### config.mk
export PLATFORM = sky130hd
export DESIGN_NAME = dut_run_monitor
export DESIGN_NICKNAME = d
export VERILOG_FILES = /design/src/rtl/run_mon_pkg.sv /design/src/rtl/run_mon_table.sv /design/src/rtl/dut_run_monitor.sv
export SDC_FILE = /design/constraint.sdc
export NUM_CORES = 1
export LEC_CHECK = 0
export ABC_AREA = 1
export CAP_MARGIN = 25
export CORE_AREA = 2 2 125 127
export DETAILED_ROUTE_END_ITERATION = 6
export DIE_AREA = 0 0 127 129
export PLACE_DENSITY_LB_ADDON = 0.12
export RECOVER_POWER = 100
export SLEW_MARGIN = 0
export SYNTH_ARGS = -nofsm -noshare
export SYNTH_HDL_FRONTEND = slang
export SYNTH_SLANG_ARGS = --single-unit
### constraint.sdc
create_clock -name clk -period 3.8 [get_ports clk]
set_input_delay 0.38 -clock clk [delete_from_list [all_inputs] [get_ports clk]]
set_output_delay 0.38 -clock clk [all_outputs]
set_load 0.02 [all_outputs]
### src/rtl/run_mon_pkg.sv
// Shared definitions for the run monitor: FSM state encoding and a
// constant-foldable ceil(log2) used to size index and count fields.
package run_mon_pkg;

  typedef enum logic [1:0] {
    S_IDLE  = 2'd0,
    S_RESET = 2'd1,
    S_RUN   = 2'd2,
    S_DONE  = 2'd3
  } state_t;

  // Smallest r such that 2**r >= value; clog2(1) returns 0.
  function automatic int clog2(input int value);
    int r;
    r = 0;
    while ((1 << r) < value) r++;
    return r;
  endfunction

endpackage

### src/rtl/run_mon_table.sv
// Generic DEPTH x DATA_W register file: one synchronous write port, one
// asynchronous read port. Contents are not reset.
module run_mon_table
  import run_mon_pkg::*;
#(
  parameter int DEPTH  = 16,
  parameter int DATA_W = 8,
  localparam int AW    = clog2(DEPTH)
) (
  input  logic              clk,
  input  logic              we,
  input  logic [AW-1:0]     waddr,
  input  logic [DATA_W-1:0] wdata,
  input  logic [AW-1:0]     raddr,
  output logic [DATA_W-1:0] rdata
);

  logic [DATA_W-1:0] mem [DEPTH];

  // Store the write data on the rising edge when the strobe is high.
  always_ff @(posedge clk) begin
    if (we) mem[waddr] <= wdata;
  end

  assign rdata = mem[raddr];

endmodule

### src/rtl/dut_run_monitor.sv
// Run monitor: holds the processor in reset, then compares its output
// stream against a loadable expected table and reports the verdict.
// Optional macro RUN_MON_TRACE_EN adds a capture RAM plus trace read port.
//
// state   | meaning
// --------+---------------------------------------------------------
// S_IDLE  | no run yet; processor held in reset
// S_RESET | processor reset held for RST_CYCLES cycles
// S_RUN   | processor released; valid samples compared in order
// S_DONE  | verdict frozen; processor held in reset until next start
module dut_run_monitor
  import run_mon_pkg::*;
#(
  parameter int DATA_W     = 8,
  parameter int DEPTH      = 16,
  parameter int RST_CYCLES = 5,
  parameter int TIMEOUT    = 255,
  localparam int AW        = clog2(DEPTH)
) (
  input  logic              clk,
  input  logic              rst,
  input  logic              start,
  input  logic              exp_we,
  input  logic [AW-1:0]     exp_addr,
  input  logic [DATA_W-1:0] exp_data,
  input  logic [DATA_W-1:0] dout,
  input  logic              dout_vld,
`ifdef RUN_MON_TRACE_EN
  input  logic [AW-1:0]     trace_addr,
  output logic [DATA_W-1:0] trace_data,
`endif
  output logic              dut_rst,
  output logic              busy,
  output logic              done,
  output logic              pass,
  output logic              timeout,
  output logic [AW:0]       err_cnt,
  output logic [AW-1:0]     first_err_idx
);

  localparam int HW = clog2(RST_CYCLES) + 1;
  localparam int TW = clog2(TIMEOUT) + 1;
  localparam logic [AW:0]   ERR_MAX  = (AW+1)'(DEPTH);
  localparam logic [AW-1:0] IDX_LAST = AW'(DEPTH - 1);
  localparam logic [HW-1:0] HOLD_LD  = HW'(RST_CYCLES - 1);
  localparam logic [TW-1:0] IDLE_LD  = TW'(TIMEOUT - 1);

  state_t            state, state_nx;
  logic [AW-1:0]     idx, idx_nx;
  logic [HW-1:0]     hold, hold_nx;
  logic [TW-1:0]     idle, idle_nx;
  logic [AW:0]       err_nx;
  logic [AW-1:0]     ferr_nx;
  logic              done_nx, timeout_nx;
  logic [DATA_W-1:0] exp_rd;

  run_mon_table #(.DEPTH(DEPTH), .DATA_W(DATA_W)) u_exp_table (
    .clk   (clk),
    .we    (exp_we),
    .waddr (exp_addr),
    .wdata (exp_data),
    .raddr (idx),
    .rdata (exp_rd)
  );

  // Next-state and next-value logic; hold and idle timers are down-counters
  // that act on reaching zero.
  always_comb begin
    state_nx   = state;
    idx_nx     = idx;
    hold_nx    = hold;
    idle_nx    = idle;
    err_nx     = err_cnt;
    ferr_nx    = first_err_idx;
    done_nx    = done;
    timeout_nx = timeout;
    unique case (state)
      S_IDLE, S_DONE: begin
        if (start) begin
          state_nx   = S_RESET;
          idx_nx     = '0;
          hold_nx    = HOLD_LD;
          idle_nx    = '0;
          err_nx     = '0;
          ferr_nx    = '0;
          done_nx    = 1'b0;
          timeout_nx = 1'b0;
        end
      end
      S_RESET: begin
        if (hold == '0) begin
          state_nx = S_RUN;
          idle_nx  = IDLE_LD;
        end else begin
          hold_nx = hold - 1'b1;
        end
      end
      S_RUN: begin
        if (dout_vld) begin
          if (dout != exp_rd) begin
            if (err_cnt == '0) ferr_nx = idx;
            if (err_cnt != ERR_MAX) err_nx = err_cnt + 1'b1;
          end
          idle_nx = IDLE_LD;
          if (idx == IDX_LAST) begin
            state_nx = S_DONE;
            done_nx  = 1'b1;
          end else begin
            idx_nx = idx + 1'b1;
          end
        end else if (idle != '0) begin
          idle_nx = idle - 1'b1;
        end
        // A sample arriving on the expiry cycle is still scored above.
        if (idle == '0) begin
          timeout_nx = 1'b1;
          state_nx   = S_DONE;
          done_nx    = 1'b1;
        end
      end
    endcase
  end

  // State register plus registered outputs decoded from the next state.
  always_ff @(posedge clk) begin
    if (!rst) begin
      state         <= S_IDLE;
      idx           <= '0;
      hold          <= '0;
      idle          <= '0;
      dut_rst       <= 1'b1;
      busy          <= 1'b0;
      done          <= 1'b0;
      pass          <= 1'b0;
      timeout       <= 1'b0;
      err_cnt       <= '0;
      first_err_idx <= '0;
    end else begin
      state         <= state_nx;
      idx           <= idx_nx;
      hold          <= hold_nx;
      idle          <= idle_nx;
      dut_rst       <= (state_nx != S_RUN);
      busy          <= (state_nx == S_RESET) || (state_nx == S_RUN);
      done          <= done_nx;
      pass          <= (state_nx == S_DONE) && (err_nx == '0) && !timeout_nx;
      timeout       <= timeout_nx;
      err_cnt       <= err_nx;
      first_err_idx <= ferr_nx;
    end
  end

`ifdef RUN_MON_TRACE_EN
  logic [DATA_W-1:0] trace_rd;

  run_mon_table #(.DEPTH(DEPTH), .DATA_W(DATA_W)) u_trace_ram (
    .clk   (clk),
    .we    ((state == S_RUN) && dout_vld),
    .waddr (idx),
    .wdata (dout),
    .raddr (trace_addr),
    .rdata (trace_rd)
  );

  // Register the capture RAM read for a one-cycle trace read latency.
  always_ff @(posedge clk) begin
    if (!rst) trace_data <= '0;
    else      trace_data <= trace_rd;
  end
`endif

endmodule

==> impl_results.html, run 1 <==
<table>
<tr><th>Metric</th><th>Value</th></tr>
<tr><th colspan="2">Run status</th></tr>
<tr><td>Run status</td><td>finished, final reports clean</td></tr>
<tr><th colspan="2">Synthesis</th></tr>
<tr><td>Top flip-flop cell by instance count after synthesis</td><td>edfxtp_1</td></tr>
<tr><td>Share of synthesized area occupied by flip-flops and latches</td><td>61.62%</td></tr>
<tr><td>Cells taking the most area after synthesis</td><td>edfxtp_1 52%, nand2_1 12%, dfxtp_1 10%</td></tr>
<tr><td>Mapped Cells</td><td>803</td></tr>
<tr><td>Syn_nets</td><td>837</td></tr>
<tr><td>Cell variety after synth</td><td>32</td></tr>
<tr><td>Number of enable flip-flop cells after synthesis</td><td>128</td></tr>
<tr><td>Dominant combinational cell family by area after synthesis</td><td>simple AND/OR/NAND/NOR gates</td></tr>
<tr><td>Adder-cell share of the synthesized area</td><td>1.514%</td></tr>
<tr><td>Total of flip-flops plus latches after synthesis</td><td>165</td></tr>
<tr><td>Post-synthesis simple-gate area fraction</td><td>23.92%</td></tr>
<tr><td>Fraction of synthesized cell area taken by the top area cell type</td><td>51.66%</td></tr>
<tr><td>Synthesized-area fraction occupied by ao, oa, aoi and oai cells</td><td>5.987%</td></tr>
<tr><td>Async SR Flop Fraction</td><td>0%</td></tr>
<tr><td>Cell area after technology mapping</td><td>0.007440 sq mm</td></tr>
<tr><td>Syn Area/Cell</td><td>9.265 sq um</td></tr>
<tr><td>Synthesized-area fraction occupied by xor and xnor cells</td><td>0.4709%</td></tr>
<tr><td>Leading area contributor after synthesis</td><td>edfxtp_1</td></tr>
<tr><td>Proportion of synthesized area in mux cells</td><td>0%</td></tr>
<tr><td>Total of warnings raised by yosys</td><td>0</td></tr>
<tr><th colspan="2">Pwr</th></tr>
<tr><td>Standby leakage power</td><td>3.460 nW</td></tr>
<tr><td>Share of power burned in registers</td><td>39.8%</td></tr>
<tr><td>Internal cell power</td><td>0.003456 W</td></tr>
<tr><td>Worst vdd rail ir drop</td><td>0.3158 mV</td></tr>
<tr><td>Gate power share</td><td>29.3%</td></tr>
<tr><td>Power Dens Cells</td><td>629.4 mW/mm^2</td></tr>
<tr><td>Switching Fraction</td><td>35.37%</td></tr>
<tr><td>Switch Pwr</td><td>0.001891 W</td></tr>
<tr><td>Part of the total power dissipated in the clock network</td><td>30.9%</td></tr>
<tr><th colspan="2">Detailed routing</th></tr>
<tr><td>Mean number of vias per cell</td><td>5.361</td></tr>
<tr><td>Final wirelength</td><td>18,150 um</td></tr>
<tr><td>Wire length on met3</td><td>1234 um</td></tr>
<tr><td>Top Layer Used</td><td>met4</td></tr>
<tr><td>Detailed-routing iteration count for the pre-antenna-repair pass</td><td>7</td></tr>
<tr><td>Drc violations</td><td>0</td></tr>
<tr><td>DRC violation total after the first TritonRoute iteration</td><td>573</td></tr>
<tr><td>Wire length on met1</td><td>8662 um</td></tr>
<tr><td>Routed length on met2</td><td>8028 um</td></tr>
<tr><td>Via Count</td><td>5,565</td></tr>
<tr><td>Average detailed-routed wire length per instance</td><td>17.49 um</td></tr>
<tr><td>Remaining antenna violation count</td><td>0</td></tr>
<tr><th colspan="2">Placement</th></tr>
<tr><td>Instance area after placement</td><td>0.007941 sq mm</td></tr>
<tr><td>IO buf count</td><td>38</td></tr>
<tr><td>Worst setup slack before clock tree synthesis</td><td>0.9801 ns</td></tr>
<tr><td>HPWL after detailed placement</td><td>12,340 um</td></tr>
<tr><td>Last weighted congestion value of the routability-driven placer</td><td>0.9136</td></tr>
<tr><td>Placed Cells incl. Taps</td><td>1,006</td></tr>
<tr><th colspan="2">Critical path</th></tr>
<tr><td>Maximum single-stage delay on the critical path</td><td>0.81 ns</td></tr>
<tr><td>CP Data Arrival Time</td><td>3.34 ns</td></tr>
<tr><td>Type of destination of the critical path</td><td>flip-flop</td></tr>
<tr><td>Worst Path Max Fanout</td><td>17</td></tr>
<tr><td>Most frequent CP cell</td><td>nand2_1</td></tr>
<tr><td>Critical Path, Cell by Cell</td><td>inv_1 -&gt; nand3_1 -&gt; nand3_1 -&gt; nand2_1 -&gt; nand2_1 -&gt; nand2_1 -&gt; inv_1 -&gt; nand2_1 -&gt; nor2_1 -&gt; nand2_1 -&gt; nand2_1 -&gt; nor2_1 -&gt; nor2_1 -&gt; nand2_1 -&gt; a21oi_1</td></tr>
<tr><td>Start-to-end type of the worst setup path</td><td>reg2reg</td></tr>
<tr><td>Req. time, crit path</td><td>4.08 ns</td></tr>
<tr><td>Slowest cell on crit path</td><td>dfxtp_1</td></tr>
<tr><td>CP Launch Type</td><td>flip-flop</td></tr>
<tr><th colspan="2">GRT</th></tr>
<tr><td>Maximum number of pins on one net before global-route repair</td><td>45</td></tr>
<tr><td>Number of global-route vias before repair</td><td>5,238</td></tr>
<tr><td>Global-route total usage across every layer</td><td>23.04%</td></tr>
<tr><td>Antenna violations before repair</td><td>0</td></tr>
<tr><td>Residual overflow from global routing</td><td>0</td></tr>
<tr><td>Wire length of the first global-routing pass</td><td>28,190 um</td></tr>
<tr><th colspan="2">STA</th></tr>
<tr><td>Final-report max-slew violation count</td><td>0</td></tr>
<tr><td>Least-Margin Pin Slew</td><td>0.9521 ns</td></tr>
<tr><td>Period Utilization, post-route</td><td>80.51%</td></tr>
<tr><td>Final setup violation count</td><td>0</td></tr>
<tr><td>Fin Setup TNS</td><td>0 ns</td></tr>
<tr><td>Final Hold Vio Count</td><td>0</td></tr>
<tr><td>Clock skew</td><td>0.01183 ns</td></tr>
<tr><td>Clock period minus final worst setup slack</td><td>3.059 ns</td></tr>
<tr><td>Worst setup slack after layout</td><td>0.7406 ns</td></tr>
<tr><td>Achievable clock frequency</td><td>326.9 MHz</td></tr>
<tr><td>Setup repair after global routing missed its margin</td><td>false</td></tr>
<tr><td>Headroom to the max-slew limit</td><td>36.29%</td></tr>
<tr><th colspan="2">Final layout</th></tr>
<tr><td>Ant. Diodes</td><td>0</td></tr>
<tr><td>Final design instance area without fill</td><td>0.008494 sq mm</td></tr>
<tr><td>Final net count</td><td>871</td></tr>
<tr><td>Final Non-Filler Cells</td><td>1,038</td></tr>
<tr><td>Ratio of cells with drive above 1 in the final layout</td><td>5.059%</td></tr>
<tr><td>Layout overhead on the synthesized area</td><td>14.18%</td></tr>
<tr><td>Leading cell type in the layout, fill and taps excluded</td><td>nand2_1</td></tr>
<tr><td>Total of fill cells in the finished design</td><td>1,329</td></tr>
<tr><td>Commonest cells after routing, fill and taps aside</td><td>249 x nand2_1, 128 x edfxtp_1, 87 x nand3_1</td></tr>
<tr><th colspan="2">Die</th></tr>
<tr><td>Die Wd</td><td>127 um</td></tr>
<tr><td>Initial Utilization</td><td>49.67%</td></tr>
<tr><td>Die Height</td><td>129 um</td></tr>
<tr><td>Row Count</td><td>45</td></tr>
<tr><td>Boundary Pins</td><td>39</td></tr>
<tr><td>Core ar.</td><td>0.01498 sq mm</td></tr>
<tr><td>Die Footprint</td><td>0.01638 sq mm</td></tr>
<tr><th colspan="2">Clock tree</th></tr>
<tr><td>Number of buffers between clock root and the deepest sink</td><td>2</td></tr>
<tr><td>TritonCTS Buffers</td><td>17</td></tr>
<tr><td>Clock latency of the later-clocked register in the worst-skew pair</td><td>0.43 ns</td></tr>
<tr><td>Clock slew at the register clock pins of the worst setup and hold paths</td><td>0.06 ns</td></tr>
<tr><td>Clock Sink Count</td><td>165</td></tr>
<tr><td>Clock tree from TritonCTS</td><td>yes</td></tr>
<tr><td>H-Tree Depth</td><td>4</td></tr>
<tr><td>Hold-fix buffer count after cts</td><td>0</td></tr>
<tr><td>Post-CTS Repair Setup Buffers</td><td>0</td></tr>
<tr><td>CTS-repair resized insts</td><td>0</td></tr>
<tr><td>Root Buffer</td><td>clkbuf_16</td></tr>
<tr><th colspan="2">Job</th></tr>
<tr><td>Max-Cap Viols</td><td>0</td></tr>
<tr><th colspan="2">Hold path</th></tr>
<tr><td>Worst min-delay path category</td><td>reg2reg</td></tr>
</table>
-- layer usage --
layer | global-route usage (%) | vias up
met3 | 5.031 | 21
met4 | 7.111 | 0
li1 | - | 2721
met2 | 33.90 | 191
met1 | 34.40 | 2632
met5 | 0 | -
-- power by group through the flow --
stage,logic (W),clock network (W),registers [W]
3_3_place_gp,0.00153,0,0.00216
6_report,0.00157,0.00165,0.00213
4_1_cts,0.00157,0.00168,0.00213
2_1_floorplan,0.00114,0,0.00218
5_1_grt,0.00177,0.00176,0.00214
3_5_place_dp,0.00156,0,0.00217
-- cells in the mapped netlist (5+ instances only) --
library cell  number
clkbuf_1           9
nand3b_1           6
buf_6              5
ha_1               9
edfxtp_1         128
o211ai_1           8
nand2_1          247
inv_1             82
dfxtp_1           37
a21oi_1           29
nand3_1           87
buf_2             11
nor2_1            77
o21ai_0           28
-- worst paths after layout --
| check | to | depth (start not counted) | slack [ns] | start |
|---|---|---|---|---|
| setup / recovery | first_err_idx[0]$_SDFFE_PN0P_ | 15 | 0.74 | flip-flop |
| hold / removal | done$_SDFFE_PN0P_ | 2 | 0.46 | done$_SDFFE_PN0P_ |
| setup reg to reg | first_err_idx[0]$_SDFFE_PN0P_ | 15 | 0.74 | flip-flop |
| hold reg to reg | done$_SDFFE_PN0P_ | 2 | 0.46 | done$_SDFFE_PN0P_ |
-- stage by stage --
stage | hold WS [ns] | util (%) | total power (W)
2_1_floorplan | 0.4411 | - | 0.003318
3_3_place_gp | 0.4501 | 53.02 | 0.003695
3_5_place_dp | 0.4547 | 53.02 | 0.003729
4_1_cts | 0.4685 | 56.80 | 0.005382
5_1_grt | 0.4837 | 56.72 | 0.005673
6_report | 0.4626 | 56.72 | 0.005346
-- cell families (layout without fill, tap and decap cells) --
family	after synthesis	in the layout
adders and majority gates	9	9
and+or+nand+nor	431	431
xor gates and xnor gates	4	4
AOI/OAI and AO/OA	79	79
buffers and inverters	115	162
DFF	165	165
-- state kept, by name, summed over array words and instances, names as in the netlist, 2 cells and up, named ones only --
signal and cells:
idle 9, u_exp_table.mem 128, hold 4, err_cnt 5, state 2, first_err_idx 4, idx 4
-- critical path, delay by kind of cell, from the launching register on --
kind                   cells  cell delay, ns
AOI/OAI and AO/OA          1            0.06
and+or+nand+nor           12            1.51
buffers and inverters      2            0.53
DFF                        1            0.81
-- final cells by class --
type | count | area (sq um) | area share [%]
clock buffers | 17 | 425.4 | 5.008
clock inverters | 15 | 140.1 | 1.650
inverters | 86 | 322.8 | 3.800
multi-input cells | 523 | 2360 | 27.78
flip-flops and latches | 165 | 4586 | 53.98
well taps | 188 | 235.2 | 2.769
repair buffers | 44 | 425.4 | 5.008
No activity file was read; power rests on OpenSTA's default activity.
==> run 2, diff against run 1 <==
==> constraint.sdc (replaced) <==
create_clock -name clk -period 2.8 [get_ports clk]
set_input_delay 0.28 -clock clk [delete_from_list [all_inputs] [get_ports clk]]
set_output_delay 0.28 -clock clk [all_outputs]
set_load 0.02 [all_outputs]
==> impl_results.html, run 2 (synthesis gave the netlist of run 1 again) <==
<table>
<tr><th>Metric</th><th>Value</th></tr>
<tr><th colspan="2">GRT</th></tr>
<tr><td>Wire length of the first global-routing pass</td><td>27,830 um</td></tr>
<tr><td>Antenna violations before repair</td><td>0</td></tr>
<tr><td>Residual overflow from global routing</td><td>0</td></tr>
<tr><td>Number of global-route vias before repair</td><td>5,228</td></tr>
<tr><td>Maximum number of pins on one net before global-route repair</td><td>45</td></tr>
<tr><td>Global-route total usage across every layer</td><td>22.57%</td></tr>
<tr><th colspan="2">Die</th></tr>
<tr><td>Die Wd</td><td>127 um</td></tr>
<tr><td>Die Height</td><td>129 um</td></tr>
<tr><td>Initial Utilization</td><td>49.67%</td></tr>
<tr><td>Core ar.</td><td>0.01498 sq mm</td></tr>
<tr><td>Row Count</td><td>45</td></tr>
<tr><td>Die Footprint</td><td>0.01638 sq mm</td></tr>
<tr><td>Boundary Pins</td><td>39</td></tr>
<tr><th colspan="2">Final layout</th></tr>
<tr><td>Ratio of cells with drive above 1 in the final layout</td><td>5.300%</td></tr>
<tr><td>Flip-flop count of the largest register, all copies and words added</td><td>128</td></tr>
<tr><td>Ant. Diodes</td><td>0</td></tr>
<tr><td>Registers with the highest flip-flop counts</td><td>u_exp_table.mem: 128 flops, idle: 9 flops, err_cnt: 5 flops</td></tr>
<tr><td>Final net count</td><td>889</td></tr>
<tr><td>Final Non-Filler Cells</td><td>1,056</td></tr>
<tr><td>Layout overhead on the synthesized area</td><td>16.01%</td></tr>
<tr><td>Register with the highest flop count</td><td>u_exp_table.mem</td></tr>
<tr><td>Leading cell type in the layout, fill and taps excluded</td><td>nand2_1</td></tr>
<tr><td>Final design instance area without fill</td><td>0.008631 sq mm</td></tr>
<tr><td>Commonest cells after routing, fill and taps aside</td><td>247 x nand2_1, 128 x edfxtp_1, 87 x nand3_1</td></tr>
<tr><td>Total of fill cells in the finished design</td><td>1,301</td></tr>
<tr><th colspan="2">STA</th></tr>
<tr><td>Clock period minus final worst setup slack</td><td>2.464 ns</td></tr>
<tr><td>Final-report max-slew violation count</td><td>0</td></tr>
<tr><td>Final setup violation count</td><td>0</td></tr>
<tr><td>Headroom to the max-slew limit</td><td>44.04%</td></tr>
<tr><td>Period Utilization, post-route</td><td>88.01%</td></tr>
<tr><td>Least-Margin Pin Slew</td><td>0.8363 ns</td></tr>
<tr><td>Fin Setup TNS</td><td>0 ns</td></tr>
<tr><td>Setup repair after global routing missed its margin</td><td>false</td></tr>
<tr><td>Achievable clock frequency</td><td>405.8 MHz</td></tr>
<tr><td>Hold slack</td><td>0.4656 ns</td></tr>
<tr><td>Final Hold Vio Count</td><td>0</td></tr>
<tr><td>Clock skew</td><td>0.006817 ns</td></tr>
<tr><th colspan="2">Placement</th></tr>
<tr><td>Instance area after placement</td><td>0.008102 sq mm</td></tr>
<tr><td>Placed Cells incl. Taps</td><td>1,024</td></tr>
<tr><td>HPWL after detailed placement</td><td>11,220 um</td></tr>
<tr><td>IO buf count</td><td>38</td></tr>
<tr><td>Last weighted congestion value of the routability-driven placer</td><td>0.8315</td></tr>
<tr><th colspan="2">Critical path</th></tr>
<tr><td>CP Launch Type</td><td>flip-flop</td></tr>
<tr><td>CP Data Arrival Time</td><td>2.81 ns</td></tr>
<tr><td>Endpoint of the most critical register-to-register path</td><td>first_err_idx[3]$_SDFFE_PN0P_</td></tr>
<tr><td>R2r setup slk</td><td>0.34 ns</td></tr>
<tr><td>Req. time, crit path</td><td>3.15 ns</td></tr>
<tr><td>Depth of the worst register-to-register path</td><td>17</td></tr>
<tr><td>Slowest cell on crit path</td><td>buf_4</td></tr>
<tr><td>Critical Path, Cell by Cell</td><td>buf_4 -&gt; nor2_1 -&gt; nor2_1 -&gt; o21ai_0 -&gt; nand3_1 -&gt; nand3_1 -&gt; nand2_1 -&gt; nand2_1 -&gt; nand2_1 -&gt; nand2_1 -&gt; nor2_2 -&gt; nand2_2 -&gt; nand2_2 -&gt; nor2_2 -&gt; nor2_2 -&gt; nand2_1 -&gt; a21oi_1</td></tr>
<tr><td>Start-to-end type of the worst setup path</td><td>reg2reg</td></tr>
<tr><td>Worst Path Max Fanout</td><td>36</td></tr>
<tr><td>Maximum single-stage delay on the critical path</td><td>0.38 ns</td></tr>
<tr><td>Most frequent CP cell</td><td>nand2_1</td></tr>
<tr><td>Type of destination of the critical path</td><td>flip-flop</td></tr>
<tr><th colspan="2">Pwr</th></tr>
<tr><td>Share of power burned in registers</td><td>39.4%</td></tr>
<tr><td>Gate power share</td><td>28.8%</td></tr>
<tr><td>Switching Fraction</td><td>33.46%</td></tr>
<tr><td>Part of the total power dissipated in the clock network</td><td>31.8%</td></tr>
<tr><td>Switch Pwr</td><td>0.002453 W</td></tr>
<tr><td>Internal cell power</td><td>0.004878 W</td></tr>
<tr><td>Power Dens Cells</td><td>849.4 mW/mm^2</td></tr>
<tr><td>Standby leakage power</td><td>3.515 nW</td></tr>
<tr><td>Worst vdd rail ir drop</td><td>0.5348 mV</td></tr>
<tr><td>Final Power</td><td>0.007331 W</td></tr>
<tr><th colspan="2">Clock tree</th></tr>
<tr><td>Root Buffer</td><td>clkbuf_16</td></tr>
<tr><td>Number of buffers between clock root and the deepest sink</td><td>2</td></tr>
<tr><td>Clock tree from TritonCTS</td><td>yes</td></tr>
<tr><td>Post-CTS Repair Setup Buffers</td><td>0</td></tr>
<tr><td>H-Tree Depth</td><td>4</td></tr>
<tr><td>CTS-repair resized insts</td><td>0</td></tr>
<tr><td>Hold-fix buffer count after cts</td><td>0</td></tr>
<tr><td>TritonCTS Buffers</td><td>17</td></tr>
<tr><td>Clock slew at the register clock pins of the worst setup and hold paths</td><td>0.06 ns</td></tr>
<tr><td>Clock latency of the later-clocked register in the worst-skew pair</td><td>0.43 ns</td></tr>
<tr><td>Clock Sink Count</td><td>165</td></tr>
<tr><th colspan="2">Detailed routing</th></tr>
<tr><td>Detailed-routing iteration count for the pre-antenna-repair pass</td><td>6</td></tr>
<tr><td>Drc violations</td><td>0</td></tr>
<tr><td>Average detailed-routed wire length per instance</td><td>16.73 um</td></tr>
<tr><td>Via Count</td><td>5,593</td></tr>
<tr><td>Mean number of vias per cell</td><td>5.296</td></tr>
<tr><td>Final wirelength</td><td>17,670 um</td></tr>
<tr><td>DRC violation total after the first TritonRoute iteration</td><td>579</td></tr>
<tr><td>Remaining antenna violation count</td><td>0</td></tr>
<tr><th colspan="2">Job</th></tr>
<tr><td>Max-Cap Viols</td><td>0</td></tr>
<tr><th colspan="2">Hold path</th></tr>
<tr><td>Worst Hold Depth</td><td>2</td></tr>
<tr><td>Min-Delay Startpoint</td><td>first_err_idx[2]$_SDFFE_PN0P_</td></tr>
<tr><td>Worst hold path endpoint</td><td>first_err_idx[2]$_SDFFE_PN0P_</td></tr>
<tr><td>Worst min-delay path category</td><td>reg2reg</td></tr>
<tr><th colspan="2">Run status</th></tr>
<tr><td>Run status</td><td>finished, final reports clean</td></tr>
</table>
## run 2: cell count changes in the layout (fill, tap and decap cells not counted), sizes merged
| cell | change |
|---|---|
| buf | +3 |
| bufinv | +2 |
| clkbuf | +17 |
| clkdlybuf4s50 | +1 |
| clkinv | +2 |
| clkinvlp | -1 |
| dlygate4sd3 | -1 |
| inv | -5 |
## run 2: layout make-up
class                           count  area (sq um)  area share, %
Inverter                           86         322.8          3.740
Clock buffer                       19         432.9          5.016
Clock inverter                     13         153.9          1.783
Sequential cell                   165          4584          53.12
Multi-Input combinational cell    523          2372          27.49
Tap cell                          188         235.2          2.725
Timing Repair Buffer               62         529.3          6.132
## run 2: metrics by stage
stage,util (%),worst slack (ns)
CTS,58.01,0.3917
finish,57.63,0.3357
detailed placement,54.09,0.4060
floorplan,-,0.8507
global route,57.63,0.05382
global placement,54.09,0.4223
## run 2: per-layer routing
metal	track usage, %	share of wire (%)
met2	35.99	46
met1	31.44	46
met4	7.434	1.4
met3	4.366	6.1
met5	0	0
## run 2: how the worst max path moves through the flow
stage	start	slack [ns]	cells after the start	endpoint
3_3_place_gp	flip-flop	0.42	19	pass$_SDFF_PN0_
5_1_grt	flip-flop	0.05	19	pass$_SDFF_PN0_
2_1_floorplan	flip-flop	0.85	22	pass$_SDFF_PN0_
3_5_place_dp	flip-flop	0.41	19	pass$_SDFF_PN0_
4_1_cts	flip-flop	0.39	19	pass$_SDFF_PN0_
6_report	flip-flop	0.34	17	first_err_idx[3]$_SDFFE_PN0P_
## run 2: worst max-delay path, delay by kind of cell, from the launching register on
family,cells,cell delay (ns)
DFF,1,0.37
AOI/OAI and AO/OA,2,0.23
and+or+nand+nor,14,1.40
buffers and inverters,1,0.38
## run 2: power groups by stage
stage | Combinational [W] | Clock [W] | Sequential (W)
floorplan | 0.00155 | 0 | 0.00295
global placement | 0.00205 | 0 | 0.00293
detailed placement | 0.00210 | 0 | 0.00294
CTS | 0.00211 | 0.00237 | 0.00289
global route | 0.00239 | 0.00247 | 0.00290
finish | 0.00211 | 0.00233 | 0.00289
==> run 3, diff against run 2 <==
==> constraint.sdc (replaced) <==
create_clock -name clk -period 2.2 [get_ports clk]
set_input_delay 0.22 -clock clk [delete_from_list [all_inputs] [get_ports clk]]
set_output_delay 0.22 -clock clk [all_outputs]
set_load 0.02 [all_outputs]
==> impl_results.html, run 3 (synthesis gave the netlist of run 1 again) <==
<table>
<tr><th>Metric</th><th>Value</th></tr>
<tr><th colspan="2">Run status</th></tr>
<tr><td>Run status</td><td>finished with violations</td></tr>
<tr><td>Violations in the final reports</td><td>setup timing</td></tr>
<tr><th colspan="2">Final layout</th></tr>
<tr><td>Final net count</td><td>916</td></tr>
<tr><td>Leading cell type in the layout, fill and taps excluded</td><td>nand2_1</td></tr>
<tr><td>Final Non-Filler Cells</td><td>1,082</td></tr>
<tr><td>Layout overhead on the synthesized area</td><td>23.61%</td></tr>
<tr><td>Commonest cells after routing, fill and taps aside</td><td>239 x nand2_1, 128 x edfxtp_1, 81 x inv_1</td></tr>
<tr><td>Flip-flop count of the largest register, all copies and words added</td><td>128</td></tr>
<tr><td>Ant. Diodes</td><td>0</td></tr>
<tr><td>Final standard cell utilization of the core</td><td>61.40%</td></tr>
<tr><td>Register with the highest flop count</td><td>u_exp_table.mem</td></tr>
<tr><td>Ratio of cells with drive above 1 in the final layout</td><td>12.08%</td></tr>
<tr><td>Registers with the highest flip-flop counts</td><td>u_exp_table.mem: 128 flops, idle: 9 flops, err_cnt: 5 flops</td></tr>
<tr><th colspan="2">STA</th></tr>
<tr><td>Achievable clock frequency</td><td>439.6 MHz</td></tr>
<tr><td>Headroom to the max-slew limit</td><td>43.43%</td></tr>
<tr><td>Final-report max-slew violation count</td><td>0</td></tr>
<tr><td>Period Utilization, post-route</td><td>103.4%</td></tr>
<tr><td>Worst setup slack after layout</td><td>-0.07476 ns</td></tr>
<tr><td>Fin Setup TNS</td><td>-0.2778 ns</td></tr>
<tr><td>Final Hold Vio Count</td><td>0</td></tr>
<tr><td>Least-Margin Pin Slew</td><td>0.8475 ns</td></tr>
<tr><td>Setup repair after global routing missed its margin</td><td>true</td></tr>
<tr><td>Clock period minus final worst setup slack</td><td>2.275 ns</td></tr>
<tr><td>Clock skew</td><td>0.01002 ns</td></tr>
<tr><td>Final setup violation count</td><td>6</td></tr>
<tr><th colspan="2">GRT</th></tr>
<tr><td>Wire length of the first global-routing pass</td><td>27,950 um</td></tr>
<tr><td>Residual overflow from global routing</td><td>0</td></tr>
<tr><td>Number of global-route vias before repair</td><td>5,410</td></tr>
<tr><td>Global-route total usage across every layer</td><td>22.37%</td></tr>
<tr><td>Maximum number of pins on one net before global-route repair</td><td>35</td></tr>
<tr><td>Antenna violations before repair</td><td>0</td></tr>
<tr><th colspan="2">Detailed routing</th></tr>
<tr><td>Mean number of vias per cell</td><td>5.346</td></tr>
<tr><td>Top Layer Used</td><td>met4</td></tr>
<tr><td>Final wirelength</td><td>18,460 um</td></tr>
<tr><td>Routed length on met2</td><td>8446 um</td></tr>
<tr><td>Drc violations</td><td>0</td></tr>
<tr><td>Remaining antenna violation count</td><td>0</td></tr>
<tr><td>Wire length on met1</td><td>8485 um</td></tr>
<tr><td>Detailed-routing iteration count for the pre-antenna-repair pass</td><td>5</td></tr>
<tr><td>Via Count</td><td>5,784</td></tr>
<tr><td>Wire length on met3</td><td>1187 um</td></tr>
<tr><td>DRC violation total after the first TritonRoute iteration</td><td>624</td></tr>
<tr><td>Average detailed-routed wire length per instance</td><td>17.06 um</td></tr>
<tr><th colspan="2">Clock tree</th></tr>
<tr><td>Number of buffers between clock root and the deepest sink</td><td>2</td></tr>
<tr><td>Clock slew at the register clock pins of the worst setup and hold paths</td><td>0.06 ns</td></tr>
<tr><td>H-Tree Depth</td><td>4</td></tr>
<tr><td>Clock Sink Count</td><td>165</td></tr>
<tr><td>Clock tree from TritonCTS</td><td>yes</td></tr>
<tr><td>Root Buffer</td><td>clkbuf_16</td></tr>
<tr><td>Clock latency of the later-clocked register in the worst-skew pair</td><td>0.43 ns</td></tr>
<tr><td>TritonCTS Buffers</td><td>17</td></tr>
<tr><th colspan="2">Critical path</th></tr>
<tr><td>Worst Path Max Fanout</td><td>7</td></tr>
<tr><td>CP Launch Type</td><td>flip-flop</td></tr>
<tr><td>CP Data Arrival Time</td><td>2.64 ns</td></tr>
<tr><td>Type of destination of the critical path</td><td>flip-flop</td></tr>
<tr><td>Start-to-end type of the worst setup path</td><td>reg2reg</td></tr>
<tr><td>Req. time, crit path</td><td>2.56 ns</td></tr>
<tr><th colspan="2">Hold path</th></tr>
<tr><td>Worst min-delay path category</td><td>reg2reg</td></tr>
<tr><th colspan="2">Placement</th></tr>
<tr><td>Last weighted congestion value of the routability-driven placer</td><td>0.8691</td></tr>
<tr><td>HPWL after detailed placement</td><td>11,690 um</td></tr>
<tr><td>Placed Cells incl. Taps</td><td>1,039</td></tr>
<tr><td>Worst setup slack before clock tree synthesis</td><td>-0.08700 ns</td></tr>
<tr><td>IO buf count</td><td>38</td></tr>
<tr><th colspan="2">Pwr</th></tr>
<tr><td>Final Power</td><td>0.01012 W</td></tr>
<tr><td>Worst vdd rail ir drop</td><td>0.6787 mV</td></tr>
<tr><td>Power Dens Cells</td><td>1101 mW/mm^2</td></tr>
<tr><td>Standby leakage power</td><td>3.757 nW</td></tr>
<tr><th colspan="2">Job</th></tr>
<tr><td>Max-Cap Viols</td><td>0</td></tr>
<tr><th colspan="2">Die</th></tr>
<tr><td>Die Footprint</td><td>0.01638 sq mm</td></tr>
<tr><td>Boundary Pins</td><td>39</td></tr>
<tr><td>Core ar.</td><td>0.01498 sq mm</td></tr>
<tr><td>Row Count</td><td>45</td></tr>
<tr><td>Die Height</td><td>129 um</td></tr>
<tr><td>Die Wd</td><td>127 um</td></tr>
<tr><td>Initial Utilization</td><td>49.67%</td></tr>
</table>
[run 3: cell types whose count changed in the layout (fill, tap and decap cells not counted), moves of 3 or more]
| cell | previous run | this run |
|---|---|---|
| o21ai_1 | 3 | 7 |
| nand2_1 | 247 | 239 |
| clkbuf_16 | 17 | 20 |
| nand3_1 | 87 | 66 |
| nor2_2 | 4 | 0 |
| nand3_2 | 0 | 21 |
| buf_6 | 0 | 5 |
| a21oi_2 | 0 | 4 |
| nand2_2 | 2 | 8 |
| buf_4 | 7 | 14 |
| o21ai_0 | 28 | 24 |
| buf_12 | 2 | 10 |
| nor2_4 | 0 | 4 |
| a21oi_1 | 29 | 25 |
[run 3: final cells by class]
type | count | area [sq um]
clock buffers | 17 | 425.4
clock inverters | 14 | 151.4
fillers | 1233 | 5781
inverters | 86 | 330.3
multi-input cells | 523 | 2554
flip-flops and latches | 165 | 4588
well taps | 188 | 235.2
repair buffers | 89 | 912.1
[run 3: timing repair]
item | in CTS | in global routing
setup buffers | 0 | 6
pin swaps | 3 | 17
endpoints found under the setup margin | 10 | 12
hold buffers | 0 | 0
gates cloned | 1 | 5
resized for setup | 14 | 45
[run 3: critical path: stages (launching register included)]
cell and delay, ns:
dfxtp_4 0.40, buf_12 0.16, clkbuf_16 0.15, o211ai_1 0.26, nand3_1 0.15, nand3_2 0.09
nand3_1 0.06, nand2_1 0.09, nand2_2 0.07, nor2_4 0.13, nand2_4 0.10, nand2_4 0.11
nand2_1 0.08, nand3_2 0.07, nand2_1 0.05, nor2_1 0.10, nand2_1 0.05, nor2_1 0.07
[run 3: path summary, 6_finish.rpt]
kind / start / depth (start not counted) / endpoint / slack [ns]
max: flip-flop / 17 / pass$_SDFF_PN0_ / -0.07
min: first_err_idx[2]$_SDFFE_PN0P_ / 2 / first_err_idx[2]$_SDFFE_PN0P_ / 0.46
max reg2reg: flip-flop / 17 / pass$_SDFF_PN0_ / -0.07
min reg2reg: first_err_idx[2]$_SDFFE_PN0P_ / 2 / first_err_idx[2]$_SDFFE_PN0P_ / 0.46
[run 3: where the power goes]
part	switching [W]	internal, W
sequential	0.000150	0.00356
clock	0.00123	0.00168
combinational	0.00208	0.00142
[run 3: metrics by stage]
step / cell area, sq um / hold slack (ns)
2_1_floorplan: 7440 / 0.3189
3_3_place_gp: 8277 / 0.4504
3_5_place_dp: 8277 / 0.4615
4_1_cts: 8926 / 0.4652
5_1_grt: 9196 / 0.4883
6_report: 9196 / 0.4592
[run 3: metal layers]
metal,vias up,GRT usage (%)
met5,-,0
met3,33,4.116
met4,0,8.468
met2,203,34.98
li1,2815,-
met1,2733,31.48
